File: src/rtl/nco_pkg.sv
// Shared definitions for the quarter-wave NCO.
//   - Default widths for the phase path, LUT address and output samples.
//   - Quadrant type and the per-quadrant mirror/negate rule.
//   - Constant function that computes one quarter-wave table entry.
//     It uses integer fixed-point arithmetic and runs at elaboration.
package nco_pkg;

  localparam int PHASE_W    = 32;
  localparam int LUT_ADDR_W = 8;
  localparam int SAMPLE_W   = 12;

  typedef logic [1:0] quad_t;

  // Folding rule for one quadrant:
  //   mirror - read the table backwards (~idx).
  //   negate - the sample is the negated magnitude.
  typedef struct packed {
    logic negate;
    logic mirror;
  } qtr_rule_t;

  localparam qtr_rule_t QTR_SIN_Q0 = '{negate: 1'b0, mirror: 1'b0};
  localparam qtr_rule_t QTR_SIN_Q1 = '{negate: 1'b0, mirror: 1'b1};
  localparam qtr_rule_t QTR_SIN_Q2 = '{negate: 1'b1, mirror: 1'b0};
  localparam qtr_rule_t QTR_SIN_Q3 = '{negate: 1'b1, mirror: 1'b1};

  function automatic qtr_rule_t qtr_rule(input quad_t q);
    case (q)
      2'd0:    return QTR_SIN_Q0;
      2'd1:    return QTR_SIN_Q1;
      2'd2:    return QTR_SIN_Q2;
      default: return QTR_SIN_Q3;
    endcase
  endfunction

  // pi scaled by 2^30, rounded.
  localparam longint PI_Q30 = 64'sd3373259426;

  // Computes round((2^mag_w - 1) * sin(pi*(2*idx+1) / 2^(addr_w+2))).
  // The angle is always in [0, pi/2). The Taylor series is evaluated in
  // Q30 fixed point. Twelve terms leave an error far below one LSB.
  function automatic int qsin_mag(input int addr_w, input int mag_w, input int idx);
    longint x;
    longint x2;
    longint term;
    longint sum;
    longint amp;
    x    = (PI_Q30 * longint'(2 * idx + 1)) >>> (addr_w + 2);
    x2   = (x * x) >>> 30;
    term = x;
    sum  = x;
    for (int k = 1; k <= 12; k++) begin
      term = -((term * x2) >>> 30) / longint'((2 * k) * (2 * k + 1));
      sum  = sum + term;
    end
    amp = (longint'(1) <<< mag_w) - 1;
    return int'((amp * sum + (longint'(1) <<< 29)) >>> 30);
  endfunction

endpackage

File: src/rtl/nco_qrom.sv
// Synchronous quarter-wave sine ROM holding unsigned magnitudes.
// There are 2^ADDR_WIDTH entries.
// Entry i is round((2^MAG_WIDTH-1) * sin(2*pi*(i+0.5)/2^(ADDR_WIDTH+2))).
// The half-sample offset makes the mirrored read (~idx) exact.
//
// The table is computed from that closed form at elaboration, so the build
// never depends on an external image. INIT_FILE names the equivalent hex
// image kept alongside for downstream tools, and it must not be empty.
//
// Ports:
//   clk, rst_n      - clock and synchronous active-low reset (clears read data)
//   addr_a / data_a - read port A, one cycle latency
//   addr_b / data_b - read port B, present only with NCO_QLUT_COS_EN defined
module nco_qrom
  import nco_pkg::*;
#(
  parameter int    ADDR_WIDTH = LUT_ADDR_W,
  parameter int    MAG_WIDTH  = SAMPLE_W - 1,
  parameter string INIT_FILE  = "qsine256.hex"
) (
  input  logic                  clk,
  input  logic                  rst_n,
  input  logic [ADDR_WIDTH-1:0] addr_a,
  output logic [MAG_WIDTH-1:0]  data_a
`ifdef NCO_QLUT_COS_EN
  ,
  input  logic [ADDR_WIDTH-1:0] addr_b,
  output logic [MAG_WIDTH-1:0]  data_b
`endif
);

  localparam int DEPTH = 1 << ADDR_WIDTH;

  logic [MAG_WIDTH-1:0] rom [DEPTH];

  for (genvar g = 0; g < DEPTH; g++) begin : g_rom
    localparam int MAG = qsin_mag(ADDR_WIDTH, MAG_WIDTH, g);
    assign rom[g] = MAG_WIDTH'(MAG);
  end

  if (INIT_FILE == "") begin : g_init_chk
    $error("nco_qrom: INIT_FILE must name the quarter-wave table image");
  end

  always_ff @(posedge clk) begin
    if (!rst_n) data_a <= '0;
    else        data_a <= rom[addr_a];
  end

`ifdef NCO_QLUT_COS_EN
  always_ff @(posedge clk) begin
    if (!rst_n) data_b <= '0;
    else        data_b <= rom[addr_b];
  end
`endif

endmodule

File: src/rtl/nco_quarter_lut.sv
// Numerically controlled oscillator with a quarter-wave sine LUT.
// Quadrant folding lets a 2^ADDR_WIDTH-entry table resolve a full
// 2^(ADDR_WIDTH+2)-point period.
//
// Pipeline (free-running, no stall; the valid bit travels with the sample):
//   acc : phase accumulator, advanced by fcw_reg when en=1
//         (sync_clr has priority)
//   S1  : p1 = acc + phase_off, v1 = en
//   S2  : quadrant fold to a ROM address; registered ROM read
//   S3  : apply sign, update outputs only when the sample is valid
// The acc value present after edge t reaches sin_out at edge t+3.
//
// Optional feature: macro NCO_QLUT_COS_EN adds the cosine path.
// Without it, cos_out is tied to 0.
//
// Ports:
//   clk, rst_n  - clock, synchronous active-low reset
//   en          - advance accumulator and tag the sample valid
//   sync_clr    - zero the accumulator
//   fcw         - frequency control word
//   fcw_load    - latch fcw
//   phase_off   - phase offset, sampled every cycle
//   out_valid   - sin_out/cos_out carry a new sample
//   sin_out     - signed sine sample
//   cos_out     - signed cosine sample
module nco_quarter_lut
  import nco_pkg::*;
#(
  parameter int    PHASE_WIDTH = PHASE_W,
  parameter int    ADDR_WIDTH  = LUT_ADDR_W,
  parameter int    DATA_WIDTH  = SAMPLE_W,
  parameter string INIT_FILE   = "qsine256.hex"
) (
  input  logic                         clk,
  input  logic                         rst_n,
  input  logic                         en,
  input  logic                         sync_clr,
  input  logic [PHASE_WIDTH-1:0]       fcw,
  input  logic                         fcw_load,
  input  logic [PHASE_WIDTH-1:0]       phase_off,
  output logic                         out_valid,
  output logic signed [DATA_WIDTH-1:0] sin_out,
  output logic signed [DATA_WIDTH-1:0] cos_out
);

  localparam int MAG_W = DATA_WIDTH - 1;

  logic [PHASE_WIDTH-1:0] fcw_reg;
  logic [PHASE_WIDTH-1:0] acc;
  logic [PHASE_WIDTH-1:0] p1;
  logic                   v1;
  logic                   v2;
  logic                   sin_neg2;

  quad_t                  sin_q;
  qtr_rule_t              sin_rule;
  logic [ADDR_WIDTH-1:0]  idx;
  logic [ADDR_WIDTH-1:0]  sin_addr;
  logic [MAG_W-1:0]       sin_mag;
  logic [DATA_WIDTH-1:0]  sin_ext;

  // Phase bits below the table index are truncated, with no rounding.
  logic unused_phase_lsbs;
  assign unused_phase_lsbs = ^p1[PHASE_WIDTH-ADDR_WIDTH-3:0];

  assign sin_q    = p1[PHASE_WIDTH-1 -: 2];
  assign idx      = p1[PHASE_WIDTH-3 -: ADDR_WIDTH];
  assign sin_rule = qtr_rule(sin_q);
  assign sin_addr = sin_rule.mirror ? ~idx : idx;
  assign sin_ext  = {1'b0, sin_mag};

  always_ff @(posedge clk) begin
    if (!rst_n) begin
      fcw_reg   <= '0;
      acc       <= '0;
      p1        <= '0;
      v1        <= 1'b0;
      v2        <= 1'b0;
      sin_neg2  <= 1'b0;
      out_valid <= 1'b0;
      sin_out   <= '0;
    end else begin
      // A same-edge increment still uses the old fcw_reg.
      if (fcw_load) fcw_reg <= fcw;
      if (sync_clr)  acc <= '0;
      else if (en)   acc <= acc + fcw_reg;
      p1        <= acc + phase_off;
      v1        <= en;
      v2        <= v1;
      sin_neg2  <= sin_rule.negate;
      out_valid <= v2;
      // The magnitude is at most 2^MAG_W-1, so negation cannot overflow.
      if (v2) sin_out <= sin_neg2 ? -sin_ext : sin_ext;
    end
  end

`ifdef NCO_QLUT_COS_EN
  // Cosine is sine one quadrant ahead.
  quad_t                 cos_q;
  qtr_rule_t             cos_rule;
  logic [ADDR_WIDTH-1:0] cos_addr;
  logic [MAG_W-1:0]      cos_mag;
  logic [DATA_WIDTH-1:0] cos_ext;
  logic                  cos_neg2;

  assign cos_q    = sin_q + 2'd1;
  assign cos_rule = qtr_rule(cos_q);
  assign cos_addr = cos_rule.mirror ? ~idx : idx;
  assign cos_ext  = {1'b0, cos_mag};

  always_ff @(posedge clk) begin
    if (!rst_n) begin
      cos_neg2 <= 1'b0;
      cos_out  <= '0;
    end else begin
      cos_neg2 <= cos_rule.negate;
      if (v2) cos_out <= cos_neg2 ? -cos_ext : cos_ext;
    end
  end

  nco_qrom #(
    .ADDR_WIDTH (ADDR_WIDTH),
    .MAG_WIDTH  (MAG_W),
    .INIT_FILE  (INIT_FILE)
  ) u_qrom (
    .clk    (clk),
    .rst_n  (rst_n),
    .addr_a (sin_addr),
    .data_a (sin_mag),
    .addr_b (cos_addr),
    .data_b (cos_mag)
  );
`else
  assign cos_out = '0;

  nco_qrom #(
    .ADDR_WIDTH (ADDR_WIDTH),
    .MAG_WIDTH  (MAG_W),
    .INIT_FILE  (INIT_FILE)
  ) u_qrom (
    .clk    (clk),
    .rst_n  (rst_n),
    .addr_a (sin_addr),
    .data_a (sin_mag)
  );
`endif

endmodule

File: config.mk
export PLATFORM = sky130hd
export DESIGN_NAME = nco_quarter_lut
export DESIGN_NICKNAME = d
export VERILOG_FILES = /design/src/rtl/nco_pkg.sv /design/src/rtl/nco_qrom.sv /design/src/rtl/nco_quarter_lut.sv
export SDC_FILE = /design/constraint.sdc
export NUM_CORES = 1
export LEC_CHECK = 0
export ABC_AREA = 1
export BUFFER_PORTS_ARGS = -buffer_cell sky130_fd_sc_hd__buf_2
export CAP_MARGIN = 20
export CORE_UTILIZATION = 55
export DETAILED_ROUTE_END_ITERATION = 8
export PLACE_DENSITY_LB_ADDON = 0.1
export SLEW_MARGIN = 20
export SYNTH_ARGS = -nofsm -noshare
export SYNTH_HDL_FRONTEND = slang
export SYNTH_SLANG_ARGS = --single-unit
File: constraint.sdc
create_clock -name clk -period 2.5 [get_ports clk]
set_input_delay 0.375 -clock clk [delete_from_list [all_inputs] [get_ports clk]]
set_output_delay 0.375 -clock clk [all_outputs]
set_load 0.05 [all_outputs]
### Word-level counts from Yosys, hierarchy flattened

Memory sizes are Yosys's and may differ from the RTL's. A register that Yosys moved wholly into a read port is not among the register bits.
Index checks and enable logic that the tools add are counted.

* logic and storage cells: 23
* bits in read-only memories: 2816
* output and inout bits: 25
* register bits after elaboration: 112
* memories: 1

* equality and inequality tests: 2
* muxes and demuxes: 3
* add/sub/neg operators: 3
* reduce and logical (&&, ||, !) cells: 3
* bitwise gates (word level): 3

Memories
* (no name shown): words 256, bits a word 11, read ports 1, clocked after Yosys merged registers in 1, write ports 0, RTL line nco_qrom.sv:47 `else data_a <= rom[addr_a];`

Operator list (number)
* $add A32 B32 Y32: 2
* $mux W12: 1
* $neg A11 Y12: 1
* $not A8 Y9: 1
* $mux W8: 1
* $not A8 Y8: 1
* $pmux W2 S3: 1
* $eq A2 B1 Y1 const B: 1
* $eq A2 B2 Y1 const B: 1
* $logic_not A2 Y1: 1
* $reduce_or A2 Y1: 1
* $logic_not A1 Y1: 1
* $not A1 Y1: 1

### Logic depth before layout (Yosys ltp)

Gate-level depths: netlist of run 1.

* word-level depth: 4
* gate-level depth with buffers: 17
* depth with buffers taken out: 17

### Hierarchy

From an unflattened synthesis of run 1, not the netlist that was laid out.

* cell total of the unflattened synthesis: 1819
* area, all modules: 10214.8 µm²

Modules (own cells, without submodules)
* nco_quarter_lut: cells an instance 1268, times used 1, area an instance 7502.2 µm², sequential area each 1801.7 µm²
* nco_qrom: cells an instance 551, times used 1, area an instance 2712.6 µm², sequential area each 220.2 µm²

### Worst setup path after synthesis of run 1

Ideal clock, no wire load.

* path type: reg-to-reg
* from: register p1[30]
* to: register u_qrom.data_a[3]
* required time: 2.377 ns
* setup slack: 0.410 ns
* setup time: 0.123 ns
* stages on the path, launching flop included: 16
* data arrival time: 1.967 ns
* period minus slack after synthesis: 2.090 ns
* cell sequence: dfxtp_1 -> buf_6 -> nand2_1 -> nand2_2 -> inv_1 -> ha_1 -> nand2_1 -> nand2_1 -> nand2_1 -> nand2_1 -> nand2_1 -> nand3_1 -> nand2_1 -> nand3_1 -> nand2_1 -> a21oi_1

* cells in the longest elaborated chain, start to end: 4
* elaborated cells between the ends (all ways): 6
* classes of those cells: 2 x eq/ne; 2 x mux; 1 x bitwise; 1 x reduce/logical

Ends and longest elaborated chain
* start, declared: RTL line nco_quarter_lut.sv:50 `logic [PHASE_WIDTH-1:0] p1;`
* start signal, assigned: RTL line nco_quarter_lut.sv:87 `p1 <= acc + phase_off;`
* $eq A2 B2 Y1 (tied with other cells): RTL line nco_pkg.sv:28 `case (q)`
* $pmux W2 S3 *: RTL line nco_pkg.sv:28
* $mux W8 *: RTL line nco_quarter_lut.sv:69 `assign sin_addr = sin_rule.mirror ? ~idx : idx;`
* $not A8 Y9 (not written as such) *: RTL line nco_qrom.sv:47
* end, declared: RTL line nco_qrom.sv:24 `output logic [MAG_WIDTH-1:0] data_a`

Mark *: on every way between the ends. The rest lies on a longest branch, timed or not.
A chain may end at the register's enable or synchronous reset.

### Worst setup path in the final report of run 1

* from: register p1[30]
* to: register u_qrom.data_a[0]

Same word-level chain as after synthesis.

==> flow_metrics.env, run 1 <==
export IMPL_area_delta_synth_final_pct=11.46
export IMPL_slew_viol_final=0
export IMPL_design_core_area_sq_mm=0.01742
export IMPL_power_frac_comb_pct=46.3
export IMPL_irDropWorstVdd_mv=0.4383
export IMPL_max_freq_mhz=423.8
export IMPL_top_level_ports=94
export IMPL_ctsLongestPathBuffers=2
export IMPL_sw_pwr_mw=2.847
export IMPL_worstHoldPathType="in2reg"
export IMPL_path_clk_slew_ns=0.08
export IMPL_grt_first_pass_wirelength_um=55700
export IMPL_power_switching_share_pct=44.56
export IMPL_postPlaceCellArea_sq_mm=0.01062
export IMPL_finalWirelength_um=35410
export IMPL_cts_hold_buffers_added=0
export IMPL_avgSynthCellArea_sq_um=5.756
export IMPL_synth_area_sq_mm=0.009848
export IMPL_layout_drive_gt1_share_pct=10.27
export IMPL_synth_cell_type_count=44
export IMPL_dieHeight_um=135.8
export IMPL_grt_overflow_total=0
export IMPL_yosys_area_top_type="sky130_fd_sc_hd__dfxtp_1"
export IMPL_clock_skew_ns=0.01073
export IMPL_ys_async_sr_fraction_pct=0
export IMPL_numCtsBuffers=9
export IMPL_synth_area_top_cells="sky130_fd_sc_hd__dfxtp_1 (21%), sky130_fd_sc_hd__nand2_1 (19%), sky130_fd_sc_hd__nor2_1 (10%)"
export IMPL_pwr_share_seq_pct=29.3
export IMPL_path_class="reg2reg"
export IMPL_internal_power_mw=3.543
export IMPL_clk_sinks=101
export IMPL_power_frac_clock_pct=24.5
export IMPL_yosysWarningCount=0
export IMPL_antennaDiodeCount=0
export IMPL_pin_count_of_the_biggest_net_entering_global_routing=63
export IMPL_initial_utilization_pct=56.54
export IMPL_routed_wirelength_normalized_by_instance_count_um=17.48
export IMPL_clk_root_buffer_cell="sky130_fd_sc_hd__clkbuf_16"
export IMPL_first_iter_violations=1026
export IMPL_gr_usage_all_layers_pct=38.84
export IMPL_synth_seq_area_share_pct=20.53
export IMPL_setup_violations=0
export IMPL_synth_seq_cells=101
export IMPL_dp_wirelength_um=27180
export IMPL_placement_rows=48
export IMPL_layout_worst_path_cycle_share_pct=94.37
export IMPL_synth_enable_flop_cells=0
export IMPL_cp_max_fo=8
export IMPL_h_tree_depth=3
export IMPL_cellLeakagePower_nw=5.919
export IMPL_top_cell_type_s_share_of_synthesized_area_pct=20.53
export IMPL_max_slew_margin_pct=55.25
export IMPL_status="completed"
export IMPL_ant_nets=0
export IMPL_die_w_um=135.8
export IMPL_detailedRoute_firstPassIterationCount=8
export IMPL_worstMarginPinSlew_ns=0.6688
export IMPL_finalHoldViolations=0
export IMPL_layout_filler_cells=1689
export IMPL_detail_route_drc_violations=0
export IMPL_maxCapViolations=0
export IMPL_grt_setup_unrepaired="false"
export IMPL_tritoncts_clock_tree="yes"
export IMPL_finalSetupTns_ns=0
export IMPL_viasPerCell=5.845
export IMPL_place_gp_congestion=1.030
export IMPL_vias_in_the_first_global_route=11090
export IMPL_synthesized_instance_count=1711
export IMPL_design_die_area_sq_mm=0.01844
export IMPL_final_area_sq_mm=0.01098
export IMPL_clkLatencyLatePin_ns=0.37
export IMPL_postCtsSetupBuffers=0
export IMPL_buffer_ports_inserted=81
export IMPL_grt_antenna_before_repair=0
export IMPL_finish_net_count=1942
export IMPL_num_vias=11840
export IMPL_critical_path_startpoint_type="register"
export IMPL_worst_endpoint_required_ns=2.81
export IMPL_worstPathArrival_ns=2.67
export IMPL_yosys_most_used_dff="sky130_fd_sc_hd__dfxtp_1"
export IMPL_r2r_setup_slack_ns=0.14
export IMPL_critPathCaptureType="register"
export IMPL_timing_final_crit_period_ns=2.359
export IMPL_cellPowerDensity_mw_per_mm2=582.2
[metal layers]
metal  GRT usage (%)  vias to the layer above  routed length, um
met4           25.03                        0               2284
met3           5.966                      182               2724
li1                -                     5725                  -
met1           44.53                     5242              13520
met2           67.04                      693              16870
met5               0                        -                  0
[layout by cell type, fill, tap and decap left out, types with 9 or more instances in the layout]
cell type                   Yosys  routed
sky130_fd_sc_hd__clkbuf_16      0       9
sky130_fd_sc_hd__nand4_1       15      15
sky130_fd_sc_hd__nor2_1       263     262
sky130_fd_sc_hd__xor2_1        23      23
sky130_fd_sc_hd__nand2_2        8      12
sky130_fd_sc_hd__buf_2         14      81
sky130_fd_sc_hd__conb_1         1      12
sky130_fd_sc_hd__buf_4         23      46
sky130_fd_sc_hd__dfxtp_1      101     100
sky130_fd_sc_hd__nand3_1      147     146
sky130_fd_sc_hd__nor3_1        20      20
sky130_fd_sc_hd__ha_1          76      75
sky130_fd_sc_hd__a21oi_1      120     119
sky130_fd_sc_hd__inv_1        152     151
sky130_fd_sc_hd__o211ai_1      12      12
sky130_fd_sc_hd__nand2_1      502     498
sky130_fd_sc_hd__inv_2          9      10
sky130_fd_sc_hd__o21ai_0      127     126
[critical path, cell delays in order, from the launching register on]
cell and delay [ns]:
sky130_fd_sc_hd__dfxtp_4 0.37, sky130_fd_sc_hd__inv_2 0.12, sky130_fd_sc_hd__nand2_1 0.08, sky130_fd_sc_hd__nand2_1 0.30, sky130_fd_sc_hd__ha_1 0.29, sky130_fd_sc_hd__inv_1 0.09, sky130_fd_sc_hd__a21oi_2 0.20, sky130_fd_sc_hd__nand2_1 0.12
sky130_fd_sc_hd__nand2_2 0.15, sky130_fd_sc_hd__nand2_1 0.07, sky130_fd_sc_hd__nand2_1 0.06, sky130_fd_sc_hd__inv_1 0.04, sky130_fd_sc_hd__nand2_1 0.09, sky130_fd_sc_hd__nand2_1 0.06, sky130_fd_sc_hd__nand2_1 0.05, sky130_fd_sc_hd__nand2_1 0.07
sky130_fd_sc_hd__nor2_1 0.12
[final cells by class]
cell class                 instances  area, sq um  area share [%]
multi-input combinational       1391         6913           62.98
sequential                       101         2026           18.45
timing repair buffer             131        830.8           7.569
inverter                         162        608.1           5.540
tap                              225        281.5           2.565
clock buffer                      11        252.7           2.303
clock inverter                     5        65.06          0.5927
[Yosys cell counts, types with 4 or more instances]
cell type,n
sky130_fd_sc_hd__nor2_1,263
sky130_fd_sc_hd__a21oi_1,120
sky130_fd_sc_hd__a31oi_1,5
sky130_fd_sc_hd__nand4_1,15
sky130_fd_sc_hd__buf_4,23
sky130_fd_sc_hd__a21o_1,7
sky130_fd_sc_hd__nand2_1,502
sky130_fd_sc_hd__o211ai_1,12
sky130_fd_sc_hd__or2_2,4
sky130_fd_sc_hd__buf_2,14
sky130_fd_sc_hd__xor2_1,23
sky130_fd_sc_hd__nand2_2,8
sky130_fd_sc_hd__o21bai_1,5
sky130_fd_sc_hd__o21ai_1,8
sky130_fd_sc_hd__o21a_1,6
sky130_fd_sc_hd__clkbuf_1,26
sky130_fd_sc_hd__inv_1,152
sky130_fd_sc_hd__ha_1,76
sky130_fd_sc_hd__dfxtp_1,101
sky130_fd_sc_hd__nand3_1,147
sky130_fd_sc_hd__and2_1,4
sky130_fd_sc_hd__xnor2_1,4
sky130_fd_sc_hd__nor3_1,20
sky130_fd_sc_hd__o21ai_0,127
sky130_fd_sc_hd__inv_2,9
[power groups by stage]
stage                     Combinational (mW)  Sequential, mW  Clock, mW
after detailed placement                2.81            1.90          0
after CTS                               2.83            1.87       1.56
after global routing                    3.21            1.88       1.61
after global placement                  2.86            1.90          0
after floorplan                         1.92            1.89          0
final                                   2.96            1.87       1.56
[metrics by stage]
step	instances	util [%]	power, mW	worst slack (ns)	hold slack [ns]
final	2026	63.02	6.390	0.1407	0.2306
after global routing	2026	63.02	6.705	0.01215	0.2360
after CTS	2026	62.83	6.259	0.07746	0.2314
after detailed placement	2010	60.98	4.717	-0.01241	0.3996
after global placement	2010	60.98	4.758	0.06050	0.3895
after floorplan	1722	-	3.806	0.4104	0.3864
[final timing paths]
| path | start | to | cells past startpoint |
|---|---|---|---|
| worst max-delay path | p1[30] | u_qrom.data_a[0] | 16 |
| worst min-delay path | fcw[19] | fcw_reg[19] | 3 |
| worst max register to register | p1[30] | u_qrom.data_a[0] | 16 |
| worst min register to register | v1 | v2 | 2 |
[cells by family (layout without fill, tap and decap cells)]
logic type,after synthesis,count (layout),synth area share (%)
fa+ha+maj,77,77,9.859
other cells,1,12,0.03808
simple gates,975,975,40.45
compound gates,298,298,16.22
buf+inv,230,309,10.05
xor+xnor,29,29,2.846
flops,101,101,20.53
[timing repair]
item | CTS | global route
resized for setup | 1 | 13
hold endpoints to repair | 0 | 0
pin swaps | 0 | 0
endpoints found under the setup margin | 1 | 9
(Power assumes the default switching activity.)
==> run 2, diff against run 1 <==
Settings changed: RECOVER_POWER set to 50.
==> flow_metrics.env, run 2 (synthesized netlist as in run 1, its figures left out) <==
export IMPL_clkLatencyLatePin_ns=0.37
export IMPL_finalHoldViolations=0
export IMPL_h_tree_depth=3
export IMPL_grt_setup_unrepaired="false"
export IMPL_layout_worst_path_cycle_share_pct=93.60
export IMPL_worstHoldPathType="in2reg"
export IMPL_num_vias=11820
export IMPL_pin_count_of_the_biggest_net_entering_global_routing=63
export IMPL_utilization_of_the_core_after_routing_pct=62.88
export IMPL_timing_final_crit_period_ns=2.340
export IMPL_grt_use_met3_pct=5.966
export IMPL_cts_hold_buffers_added=0
export IMPL_critPathCaptureType="register"
export IMPL_clk_root_buffer_cell="sky130_fd_sc_hd__clkbuf_16"
export IMPL_area_delta_synth_final_pct=11.21
export IMPL_placement_rows=48
export IMPL_sw_pwr_mw=2.848
export IMPL_routed_wirelength_normalized_by_instance_count_um=17.51
export IMPL_ant_nets=0
export IMPL_viasPerCell=5.832
export IMPL_grt_antenna_before_repair=0
export IMPL_path_clk_slew_ns=0.08
export IMPL_die_w_um=135.8
export IMPL_power_frac_clock_pct=24.5
export IMPL_clock_skew_ns=0.008523
export IMPL_placement_setup_worst_slack_ns=-0.01241
export IMPL_setup_violations=0
export IMPL_numCtsBuffers=9
export IMPL_critical_path_startpoint_type="register"
export IMPL_met1_usage_pct=44.53
export IMPL_global_route_usage_met2_pct=67.04
export IMPL_initial_utilization_pct=56.54
export IMPL_whs_ns=0.2319
export IMPL_detail_route_drc_violations=0
export IMPL_dieHeight_um=135.8
export IMPL_cp_max_fo=8
export IMPL_design_die_area_sq_mm=0.01844
export IMPL_antennaDiodeCount=0
export IMPL_worstMarginPinSlew_ns=1.234
export IMPL_grt_first_pass_wirelength_um=55700
export IMPL_ctsLongestPathBuffers=2
export IMPL_clk_sinks=101
export IMPL_power_mw=6.388
export IMPL_finalWirelength_um=35480
export IMPL_worst_endpoint_required_ns=2.81
export IMPL_place_gp_congestion=1.030
export IMPL_cellLeakagePower_nw=5.860
export IMPL_design_core_area_sq_mm=0.01742
export IMPL_pwr_share_seq_pct=29.3
export IMPL_max_slew_margin_pct=17.73
export IMPL_dp_wirelength_um=27180
export IMPL_worstPathArrival_ns=2.65
export IMPL_power_switching_share_pct=44.59
export IMPL_max_freq_mhz=427.3
export IMPL_finish_net_count=1942
export IMPL_grt_overflow_total=0
export IMPL_post_route_worst_setup_slack_ns=0.1599
export IMPL_tritoncts_clock_tree="yes"
export IMPL_layout_drive_gt1_share_pct=9.495
export IMPL_detailedRoute_firstPassIterationCount=6
export IMPL_postCtsSetupBuffers=0
export IMPL_layout_cells_most_common="sky130_fd_sc_hd__nand2_1"
export IMPL_busiest_layer_in_global_routing="met2"
export IMPL_first_iter_violations=1056
export IMPL_vias_in_the_first_global_route=11090
export IMPL_internal_power_mw=3.540
export IMPL_status="completed"
export IMPL_power_frac_comb_pct=46.2
export IMPL_maxCapViolations=0
export IMPL_top_level_ports=94
export IMPL_slew_viol_final=0
export IMPL_gr_usage_all_layers_pct=38.84
export IMPL_irDropWorstVdd_mv=0.4370
export IMPL_path_class="reg2reg"
export IMPL_buffer_ports_inserted=81
export IMPL_final_cell_mix="sky130_fd_sc_hd__nand2_1 (498), sky130_fd_sc_hd__nor2_1 (262), sky130_fd_sc_hd__inv_1 (151)"
export IMPL_cellPowerDensity_mw_per_mm2=583.3
## run 2: cell count changes in the layout (fill, tap and decap cells not counted)
cell                       delta
sky130_fd_sc_hd__buf_4        -3
sky130_fd_sc_hd__buf_2       -14
sky130_fd_sc_hd__clkbuf_2     +3
sky130_fd_sc_hd__clkbuf_1    +14
## run 2: per-stage QoR
step / TNS (ns) / instances / instance area (sq um)
floorplan: 0 / 1722 / 9889
global placement: 0 / 2010 / 10620
detailed placement: -0.01241 / 2010 / 10620
CTS: 0 / 2026 / 10940
global route: 0 / 2026 / 10950
finish: 0 / 2026 / 10950
## run 2: power groups by stage
stage	Sequential [mW]	Clock [mW]	Combinational [mW]
floorplan	1.89	0	1.92
global placement	1.90	0	2.86
detailed placement	1.90	0	2.81
CTS	1.87	1.56	2.83
global route	1.88	1.61	3.21
finish	1.87	1.56	2.95
## run 2: critical path, stage by stage (launching register included)
cell	delay, ns
sky130_fd_sc_hd__dfxtp_4	0.37
sky130_fd_sc_hd__inv_2	0.12
sky130_fd_sc_hd__nand2_1	0.08
sky130_fd_sc_hd__nand2_1	0.30
sky130_fd_sc_hd__ha_1	0.29
sky130_fd_sc_hd__inv_1	0.09
sky130_fd_sc_hd__a21oi_2	0.21
sky130_fd_sc_hd__nand2_1	0.12
sky130_fd_sc_hd__nand2_2	0.15
sky130_fd_sc_hd__nand2_1	0.07
sky130_fd_sc_hd__nand2_1	0.06
sky130_fd_sc_hd__inv_1	0.04
sky130_fd_sc_hd__nand2_1	0.08
sky130_fd_sc_hd__nand2_1	0.06
sky130_fd_sc_hd__nand2_1	0.05
sky130_fd_sc_hd__nand2_1	0.07
sky130_fd_sc_hd__nor2_1	0.12
## run 2: worst paths after layout
path	startpoint	to	slack (ns)	cells after the start
worst max-delay path	p1[30]	u_qrom.data_a[0]	0.16	16
worst min-delay path	fcw[19]	fcw_reg[19]	0.23	3
worst max register to register	p1[30]	u_qrom.data_a[0]	0.16	16
worst min register to register	v1	v2	0.41	2
## run 2: per-layer routing
layer | vias up | wire length [um]
li1 | 5727 | -
met1 | 5236 | 13630
met2 | 670 | 16980
met3 | 182 | 2645
met4 | 0 | 2213
met5 | - | 0
## run 2: area by class of cell
class                   instances  area, sq um
fillers                      1702         6465
clock buffers                  11        252.7
multi-input cells            1391         6913
inverters                     162        608.1
well taps                     225        281.5
clock inverters                 5        65.06
flip-flops and latches        101         2026
repair buffers                131        805.8
## run 2: repair_timing
item                                   in CTS  in global routing
setup endpoints to repair                   1                  9
endpoints found under the hold margin       0                  0
resized for setup                           1                 13
